File: config.mk
export PLATFORM = sky130hd
export DESIGN_NAME = step_sequencer
export DESIGN_NICKNAME = d
export VERILOG_FILES = /design/src/rtl/stepper_pkg.sv /design/src/rtl/step_channel.sv /design/src/rtl/step_sequencer.sv
export SDC_FILE = /design/constraint.sdc
export NUM_CORES = 1
export LEC_CHECK = 0
export CORE_MARGIN = 1.5
export CORE_UTILIZATION = 60
export CTS_BUF_LIST = sky130_fd_sc_hd__clkbuf_8
export CTS_CLUSTER_SIZE = 24
export DETAILED_ROUTE_END_ITERATION = 10
export PLACE_DENSITY = 0.81
export RECOVER_POWER = 25
export SLEW_MARGIN = 20
export SYNTH_ARGS = -nofsm -noshare
export SYNTH_HDL_FRONTEND = slang
export SYNTH_HIERARCHICAL = 1
export SYNTH_SLANG_ARGS = --single-unit
File: constraint.sdc
create_clock -name clk_in -period 6.7 [get_ports clk_in]
set_input_delay 0.67 -clock clk_in [delete_from_list [all_inputs] [get_ports clk_in]]
set_output_delay 0.67 -clock clk_in [all_outputs]
set_load 0.02 [all_outputs]
File: src/rtl/stepper_pkg.sv
// Shared types and default sizing for the STEP/DIR sequencer.
package stepper_pkg;

    // Per-axis phase of a move.
    typedef enum logic [1:0] {
        IDLE  = 2'd0,
        SETUP = 2'd1,
        HIGH  = 2'd2,
        LOW   = 2'd3
    } step_state_t;

    localparam int DEF_CHANNELS  = 2;
    localparam int DEF_COUNT_W   = 24;
    localparam int DEF_PERIOD_W  = 16;
    localparam int DEF_PULSE_W   = 8;
    localparam int DEF_DIR_SETUP = 8;

    // Width of a channel index; a single axis still gets a 1-bit field.
    function automatic int ch_width(input int n);
        return (n > 1) ? $clog2(n) : 1;
    endfunction

endpackage

File: src/rtl/step_channel.sv
// One STEP/DIR axis: setup delay, pulse/gap timing, step counting,
// pause and abort handling. All pin-facing outputs are registered.
module step_channel
    import stepper_pkg::*;
#(
    parameter int COUNT_W   = DEF_COUNT_W,
    parameter int PERIOD_W  = DEF_PERIOD_W,
    parameter int PULSE_W   = DEF_PULSE_W,
    parameter int DIR_SETUP = DEF_DIR_SETUP
) (
    input  logic                clk,
    input  logic                rst_n,
    input  logic                start,
    input  logic                cmd_dir,
    input  logic [COUNT_W-1:0]  cmd_count,
    input  logic [PERIOD_W-1:0] cmd_period,
    input  logic                abort,
    input  logic                enable,
    output logic                idle,
    output logic                step,
    output logic                dir,
    output logic                busy,
    output logic                done
);

    // Phase timer must hold the period as well as the setup and pulse lengths.
    localparam int TMR_A = ($clog2(PULSE_W + 2) > $clog2(DIR_SETUP + 1)) ?
                           $clog2(PULSE_W + 2) : $clog2(DIR_SETUP + 1);
    localparam int TMR_W = (PERIOD_W > TMR_A) ? PERIOD_W : TMR_A;

    step_state_t        state, state_nxt;
    logic [TMR_W-1:0]   tmr, tmr_nxt;
    logic [TMR_W-1:0]   low_rld, low_rld_nxt;
    logic [COUNT_W-1:0] rem, rem_nxt;
    logic               step_nxt, dir_nxt, busy_nxt, done_nxt;
    logic               zero_pend, zero_pend_nxt;

    // LOW-phase reload value (length - 1) after clamping the period so
    // that at least one LOW cycle always follows the pulse.
    function automatic logic [TMR_W-1:0] low_reload(input logic [PERIOD_W-1:0] period);
        logic [TMR_W-1:0] p;
        p = TMR_W'(period);
        if (p < TMR_W'(PULSE_W + 1)) begin
            p = TMR_W'(PULSE_W + 1);
        end
        return p - TMR_W'(PULSE_W) - TMR_W'(1);
    endfunction

    assign idle = (state == IDLE);

    // State and output registers; reset clears everything asynchronously.
    always_ff @(posedge clk or negedge rst_n) begin
        if (!rst_n) begin
            state     <= IDLE;
            tmr       <= '0;
            low_rld   <= '0;
            rem       <= '0;
            step      <= 1'b0;
            dir       <= 1'b0;
            busy      <= 1'b0;
            done      <= 1'b0;
            zero_pend <= 1'b0;
        end else begin
            state     <= state_nxt;
            tmr       <= tmr_nxt;
            low_rld   <= low_rld_nxt;
            rem       <= rem_nxt;
            step      <= step_nxt;
            dir       <= dir_nxt;
            busy      <= busy_nxt;
            done      <= done_nxt;
            zero_pend <= zero_pend_nxt;
        end
    end

    // Next-state logic: abort wins, a paused channel holds everything.
    always_comb begin
        state_nxt     = state;
        tmr_nxt       = tmr;
        low_rld_nxt   = low_rld;
        rem_nxt       = rem;
        step_nxt      = step;
        dir_nxt       = dir;
        busy_nxt      = busy;
        done_nxt      = 1'b0;
        zero_pend_nxt = 1'b0;

        if (abort) begin
            state_nxt = IDLE;
            tmr_nxt   = '0;
            rem_nxt   = '0;
            step_nxt  = 1'b0;
            busy_nxt  = 1'b0;
        end else begin
            unique case (state)
                IDLE: begin
                    // A zero-length move completes one cycle after accept.
                    done_nxt = zero_pend;
                    if (start) begin
                        if (cmd_count == '0) begin
                            zero_pend_nxt = 1'b1;
                        end else begin
                            state_nxt   = SETUP;
                            dir_nxt     = cmd_dir;
                            busy_nxt    = 1'b1;
                            rem_nxt     = cmd_count;
                            tmr_nxt     = TMR_W'(DIR_SETUP - 1);
                            low_rld_nxt = low_reload(cmd_period);
                        end
                    end
                end
                SETUP: begin
                    if (enable) begin
                        if (tmr == '0) begin
                            state_nxt = HIGH;
                            step_nxt  = 1'b1;
                            tmr_nxt   = TMR_W'(PULSE_W - 1);
                        end else begin
                            tmr_nxt = tmr - TMR_W'(1);
                        end
                    end
                end
                HIGH: begin
                    if (enable) begin
                        if (tmr == '0) begin
                            state_nxt = LOW;
                            step_nxt  = 1'b0;
                            tmr_nxt   = low_rld;
                        end else begin
                            tmr_nxt = tmr - TMR_W'(1);
                        end
                    end
                end
                LOW: begin
                    if (enable) begin
                        if (tmr != '0) begin
                            tmr_nxt = tmr - TMR_W'(1);
                        end else if (rem == COUNT_W'(1)) begin
                            state_nxt = IDLE;
                            rem_nxt   = '0;
                            busy_nxt  = 1'b0;
                            done_nxt  = 1'b1;
                        end else begin
                            rem_nxt   = rem - COUNT_W'(1);
                            state_nxt = HIGH;
                            step_nxt  = 1'b1;
                            tmr_nxt   = TMR_W'(PULSE_W - 1);
                        end
                    end
                end
                default: begin
                    state_nxt = IDLE;
                end
            endcase
        end
    end

endmodule

File: src/rtl/step_sequencer.sv
// N-axis STEP/DIR generator: command decode, ready muxing and fan-out
// to one step_channel per axis.
module step_sequencer
    import stepper_pkg::*;
#(
    parameter int CHANNELS    = DEF_CHANNELS,
    parameter int COUNT_W     = DEF_COUNT_W,
    parameter int PERIOD_W    = DEF_PERIOD_W,
    parameter int PULSE_W     = DEF_PULSE_W,
    parameter int DIR_SETUP   = DEF_DIR_SETUP,
    localparam int CH_W       = ch_width(CHANNELS)
) (
    input  logic                clk_in,
    input  logic                reset_n_in,
    input  logic                cmd_valid_in,
    output logic                cmd_ready_out,
    input  logic [CH_W-1:0]     cmd_channel_in,
    input  logic                cmd_dir_in,
    input  logic [COUNT_W-1:0]  cmd_count_in,
    input  logic [PERIOD_W-1:0] cmd_period_in,
    input  logic [CHANNELS-1:0] abort_in,
    input  logic [CHANNELS-1:0] step_enable_in,
    output logic [CHANNELS-1:0] step_out,
    output logic [CHANNELS-1:0] dir_out,
    output logic [CHANNELS-1:0] busy_out,
    output logic [CHANNELS-1:0] done_out
);

    localparam int CH_SPAN = 1 << CH_W;
    localparam logic [CH_W:0] CH_LIMIT = (CH_W + 1)'(CHANNELS);

    logic [CHANNELS-1:0] ch_idle;
    logic [CHANNELS-1:0] ch_start;
    logic [CH_SPAN-1:0]  free_pad;
    logic                in_range;

    assign in_range = ({1'b0, cmd_channel_in} < CH_LIMIT);

    // Per-channel "can take a command" flags, padded to the full index range.
    always_comb begin
        free_pad                 = '0;
        free_pad[CHANNELS-1:0]   = ch_idle & ~abort_in;
    end

    // Commands to non-existent channels are always accepted and dropped.
    assign cmd_ready_out = in_range ? free_pad[cmd_channel_in] : 1'b1;

    for (genvar i = 0; i < CHANNELS; i++) begin : g_ch
        assign ch_start[i] = cmd_valid_in & cmd_ready_out &
                             (cmd_channel_in == CH_W'(i));

        step_channel #(
            .COUNT_W   (COUNT_W),
            .PERIOD_W  (PERIOD_W),
            .PULSE_W   (PULSE_W),
            .DIR_SETUP (DIR_SETUP)
        ) u_channel (
            .clk        (clk_in),
            .rst_n      (reset_n_in),
            .start      (ch_start[i]),
            .cmd_dir    (cmd_dir_in),
            .cmd_count  (cmd_count_in),
            .cmd_period (cmd_period_in),
            .abort      (abort_in[i]),
            .enable     (step_enable_in[i]),
            .idle       (ch_idle[i]),
            .step       (step_out[i]),
            .dir        (dir_out[i]),
            .busy       (busy_out[i]),
            .done       (done_out[i])
        );
    end

endmodule

Yosys cells after proc, flatten, opt, wreduce, memory -nomap -nowiden. Cells that the tools add are included.

Register bits after elaboration: 126. Bits of input ports: 49.

$add $sub $neg: 8. Magnitude comparators: 2. Equal/unequal tests: 30. Multiplexer cells: 113. Bitwise operators: 9. Reduce and logical (&&, ||, !) cells: 23.

Operators with widths (count): 16-bit two-way mux (27); 24-bit two-way mux (11); 16-bit one-hot mux with 4 select lines (2); 24-bit one-hot mux with 2 select lines (2); 16-bit by 1-bit subtractor with 16-bit output (second input constant) (4); 24-bit by 1-bit == test with 1-bit output (second input constant) (2); 24-bit by 1-bit subtractor with 24-bit output (second input constant) (2); 1-bit two-way mux (44); 2-bit two-way mux (19); 3-bit != test (second input constant) (12); 16-bit zero test (2); 8-bit AND reduction (4); 16-bit nonzero test (2); 16-bit by 4-bit subtractor with 16-bit output (second input constant) (2); 24-bit zero test (1); 3-bit by 2-bit != test with 1-bit output (second input constant) (8); 6-bit AND reduction (4); 16-bit by 4-bit < comparator with 1-bit output (second input constant) (1); 2-bit one-hot mux with 4 select lines (2); 5-bit AND reduction (2); 2-bit == test (second input constant) (4); 4-bit by 3-bit != test with 1-bit output (second input constant) (2); 1-bit one-hot mux with 2 select lines (4); 4-bit AND reduction (2); 10 further kinds (20).

Longest topological paths before layout.
Word-level depth: 11. Depth in mapped cells: 11. Mapped depth without buffers: 11.

Hierarchy. Netlist, hierarchy kept.

Modules (own cells, without submodules): step_channel at g_ch[1].u_channel (instances 1, cells an instance 500, area an instance 4052.6 um2, seq. area each 1576.5 um2); step_channel at g_ch[0].u_channel (instances 1, cells an instance 489, area an instance 4015.1 um2, seq. area each 1576.5 um2); step_sequencer (instances 1, cells an instance 5, area an instance 48.8 um2, seq. area each 0.0 um2).

Least setup slack after synthesis. No wires, ideal clock.

Kind: input port to flip-flop. Start point: in cmd_period_in[7]. End point: reg g_ch[0].u_channel.low_rld[12]. Library setup time: 0.133 ns. Arrival: 2.625 ns. Required time: 6.567 ns. Slack: 3.942 ns. Cell stages on the path: 9. Path buffers: 0. Path through: or4_1 nand4b_1 nor2_1 nor2_1 ha_1 a22oi_1 nor3b_1 xnor2_1 o21ai_0.

Word-level cells in the longest chain between the ends: 8.

RTL lines: start: declaration (line step_sequencer.sv:20) `input logic [PERIOD_W-1:0] cmd_period_in,`; 16-bit by 4-bit < comparator with 1-bit output (line step_channel.sv:43) `if (p < TMR_W'(PULSE_W + 1)) begin`; 16-bit two-way mux * (line step_channel.sv:43); 16-bit two-way mux * (line step_channel.sv:100) `if (cmd_count == '0) begin`; 16-bit two-way mux * (line step_channel.sv:99) `if (start) begin`; 16-bit two-way mux * (line step_channel.sv:95) `unique case (state)`; 16-bit two-way mux * (line step_channel.sv:88) `if (abort) begin`; 16-bit by 4-bit subtractor with 16-bit output * (line step_channel.sv:46) `return p - TMR_W'(PULSE_W) - TMR_W'(1);`; 16-bit by 1-bit subtractor with 16-bit output * (line step_channel.sv:46); end signal: assignment (line step_channel.sv:66) `low_rld <= low_rld_nxt;`; end: declaration (line step_channel.sv:33) `logic [TMR_W-1:0] low_rld, low_rld_nxt;`.

Every way passes the cells marked *; elsewhere a longest branch is shown, timed or not. The select of a mux whose other input is x is not followed. A chain may end at the register's enable or synchronous reset.

==> impl_metrics.ini <==
[worst_setup_path]
worstPathMaxFanout = 78
crit_arrival_ns = 4.23
crit_cells = 2
crit_buf_inv = 2
critPathLaunchType = input pin
path_cells = clkbuf_1, clkbuf_2
cp.required_ns = 6.88
end_kind = asynchronous set/reset pin
crit_type = input pin to asynchronous set/reset pin
crit_family = buffers and inverters
max_stage_delay_ns = 1.87
r2r_cells = 6
cp_slowest_cell = clkbuf_1

[die]
io_pins = 58
dieHeight_microns = 119.3
die_x_microns = 119.3
initial_utilization = 0.6129
row_count = 42
dieArea_sq_um = 14230
core_area_sq_um = 13240

[global_route]
grt_pass1_wl_microns = 37280
grt_pass1_vias = 7457
grt_util_all_layers = 0.3276
antenna_found_initial = 0
grt-ovfl-total = 0
grt_max_degree = 79

[power_and_ir_drop]
irDropWorstVdd_v = 0.0002748
power_density_nw_per_um2 = 346.6
p_leak_nw = 3.840

[sta]
setup_tns_ns = 0
fin_worst_skew_ns = 0.01029
tightest_slew_ns = 2.698
finalMaxSlewViolations = 129
hold_viol = 0
fin_ws_ns = 2.641
setup_viol = 0
finalCritPeriodShare = 0.6058
rsz0062_at_grt = false
timing.fmax_mhz = 246.4
relSlewSlack = -0.7990
fin_crit_ns = 4.059
finalHoldWorstSlack_ns = 0.4858

[cts]
root_buffer = clkbuf_8
hold_buffers = 0
cts-resized-gates = 0
cts_max_level = 4
cts_tree = yes
cts_made_buffers = 17
clock_path_buffers = 2
clk-insertion-delay-late_ns = 0.45
clock_sinks = 126
clk_pin_slew_ns = 0.08
post_cts_buffers = 0

[final_layout]
final_layout_size_suffix_gt1_frac = 0.06470
antenna_cells = 0
fin_nets = 1106
stdcell_area_sq_um = 9198
syn_to_final_growth_pct = 13.32

[job]
maxCapViolCount = 2

[yosys]
synth_common_cells = dfrtp_1 (126), nand2_1 (121), nor2_1 (98), o21ai_0 (95)
ys.warnings.count = 6
synth-edff-count = 0
netlist_area_sq_um = 8117
yosys_most_used_dff = dfrtp_1
ys_ff_latch = 126
yosys.area.top_type = dfrtp_1
syn-num-nets = 1061
yosysUniqueCellTypes = 72
synthCells = 994
avgSynthCellArea_sq_um = 8.166
seq_area_frac_synth = 0.3885
yosys.area.top_type_share = 0.3885
synth_area_leaders = dfrtp_1 (39%), o21ai_0 (5.9%), nand2_1 (5.6%)
synth_async_sr_flop_share = 1.000
synth_most_common_cell = dfrtp_1

[routing]
drt-total-wl_microns = 22700
drt_iter0_drc = 985
wl_per_cell_microns = 18.50
drt.antenna.violating_nets = 0
dr.pass1.iters = 9
vias = 8124
vias_per_cell = 6.621
drcViolationCount = 0

[placement]
port_buffers = 57
post-place-ws_ns = 3.075
placed_area_sq_um = 8810
gp_congestion = 0.9489
dp_hpwl_microns = 16030

[status]
status = finished with violations
violations = capacitance limit, slew limit

[hold_path]
min_path_cells = 2
worstHoldPathType = flop to flop
## flip-flops by register name, summed over array words and instances (netlist names)
| register | flops |
|---|---|
| g_ch.u_channel/tmr | 32 |
| g_ch.u_channel/state | 4 |
| g_ch.u_channel/rem | 48 |
| g_ch.u_channel/dir | 2 |
| g_ch.u_channel/low_rld | 32 |
| g_ch.u_channel/busy | 2 |
| g_ch.u_channel/step | 2 |
| g_ch.u_channel/zero_pend | 2 |
| g_ch.u_channel/done | 2 |
## stage by stage
stage | utilization | instances | total power (W)
2_1_floorplan | - | 994 | 0.002104
3_3_place_gp | 0.6652 | 1196 | 0.002462
3_5_place_dp | 0.6652 | 1196 | 0.002495
4_1_cts | 0.6948 | 1227 | 0.003166
5_1_grt | 0.6945 | 1227 | 0.003413
6_report | 0.6945 | 1227 | 0.003187
## cell type report
class                   count  area, sq um
well taps                 176        220.2
multi-input cells         804         4710
clock buffers              20        275.3
inverters                  23        86.33
fillers                  1115         4045
clock inverters            11        116.4
repair buffers             67        636.9
flip-flops and latches    126         3153
## worst reg2reg max path: stages (launching register included)
cell and delay (ns):
dfrtp_1 0.43, or4_1 0.62, nor4_1 0.59, and3_1 0.33, a311o_1 0.71, nand2b_1 0.42, o21ai_1 0.12
## layout by cell type (no fill, tap or decap), types with 16 or more instances in the layout
cell type and instances:
clkdlybuf4s50_1 56, nor2_1 97, nand2_1 121, nor4_1 34
dfrtp_1 126, inv_1 23, nand3_1 34, o21ai_0 94
o21ai_1 39, a21oi_1 56, a22oi_1 16, nor3_1 57
ha_1 18, clkbuf_8 20, xnor2_1 17, or4_1 20
## logic make-up after synthesis
kind of cell | Yosys count | synth area share
flops | 126 | 0.3885
fa+ha+maj | 18 | 0.02775
compound gates | 304 | 0.2320
buf+inv | 64 | 0.03284
xor+xnor | 28 | 0.03021
mux | 10 | 0.01310
simple gates | 444 | 0.2756
## layer usage
metal,GRT usage,vias to the layer above,share of wire
li1,-,3816,-
met1,0.4611,3873,0.44
met2,0.4986,378,0.46
met3,0.07567,57,0.078
met4,0.1153,0,0.026
met5,0,-,0
## worst paths after layout
kind,from,end,slack (ns)
setup / recovery,reset_n_in,g_ch[1].u_channel/low_rld[6],2.64
hold / removal,g_ch[1].u_channel/low_rld[8],g_ch[1].u_channel/low_rld[8],0.49
setup reg to reg,g_ch[0].u_channel/rem[18],g_ch[0].u_channel/tmr[8],3.36
hold reg to reg,g_ch[1].u_channel/low_rld[8],g_ch[1].u_channel/low_rld[8],0.49
max in group clk_in,abort_in[1],cmd_ready_out,3.26
min in group asynchronous,reset_n_in,g_ch[0].u_channel/done,1.07
## power breakdown
part	internal, W	switching [W]	leakage, nW
combinational	0.000503	0.000898	1.97
clock	0.000355	0.000307	0.196
sequential	0.000949	0.000174	1.68
No activity file was read; power rests on OpenSTA's default activity.
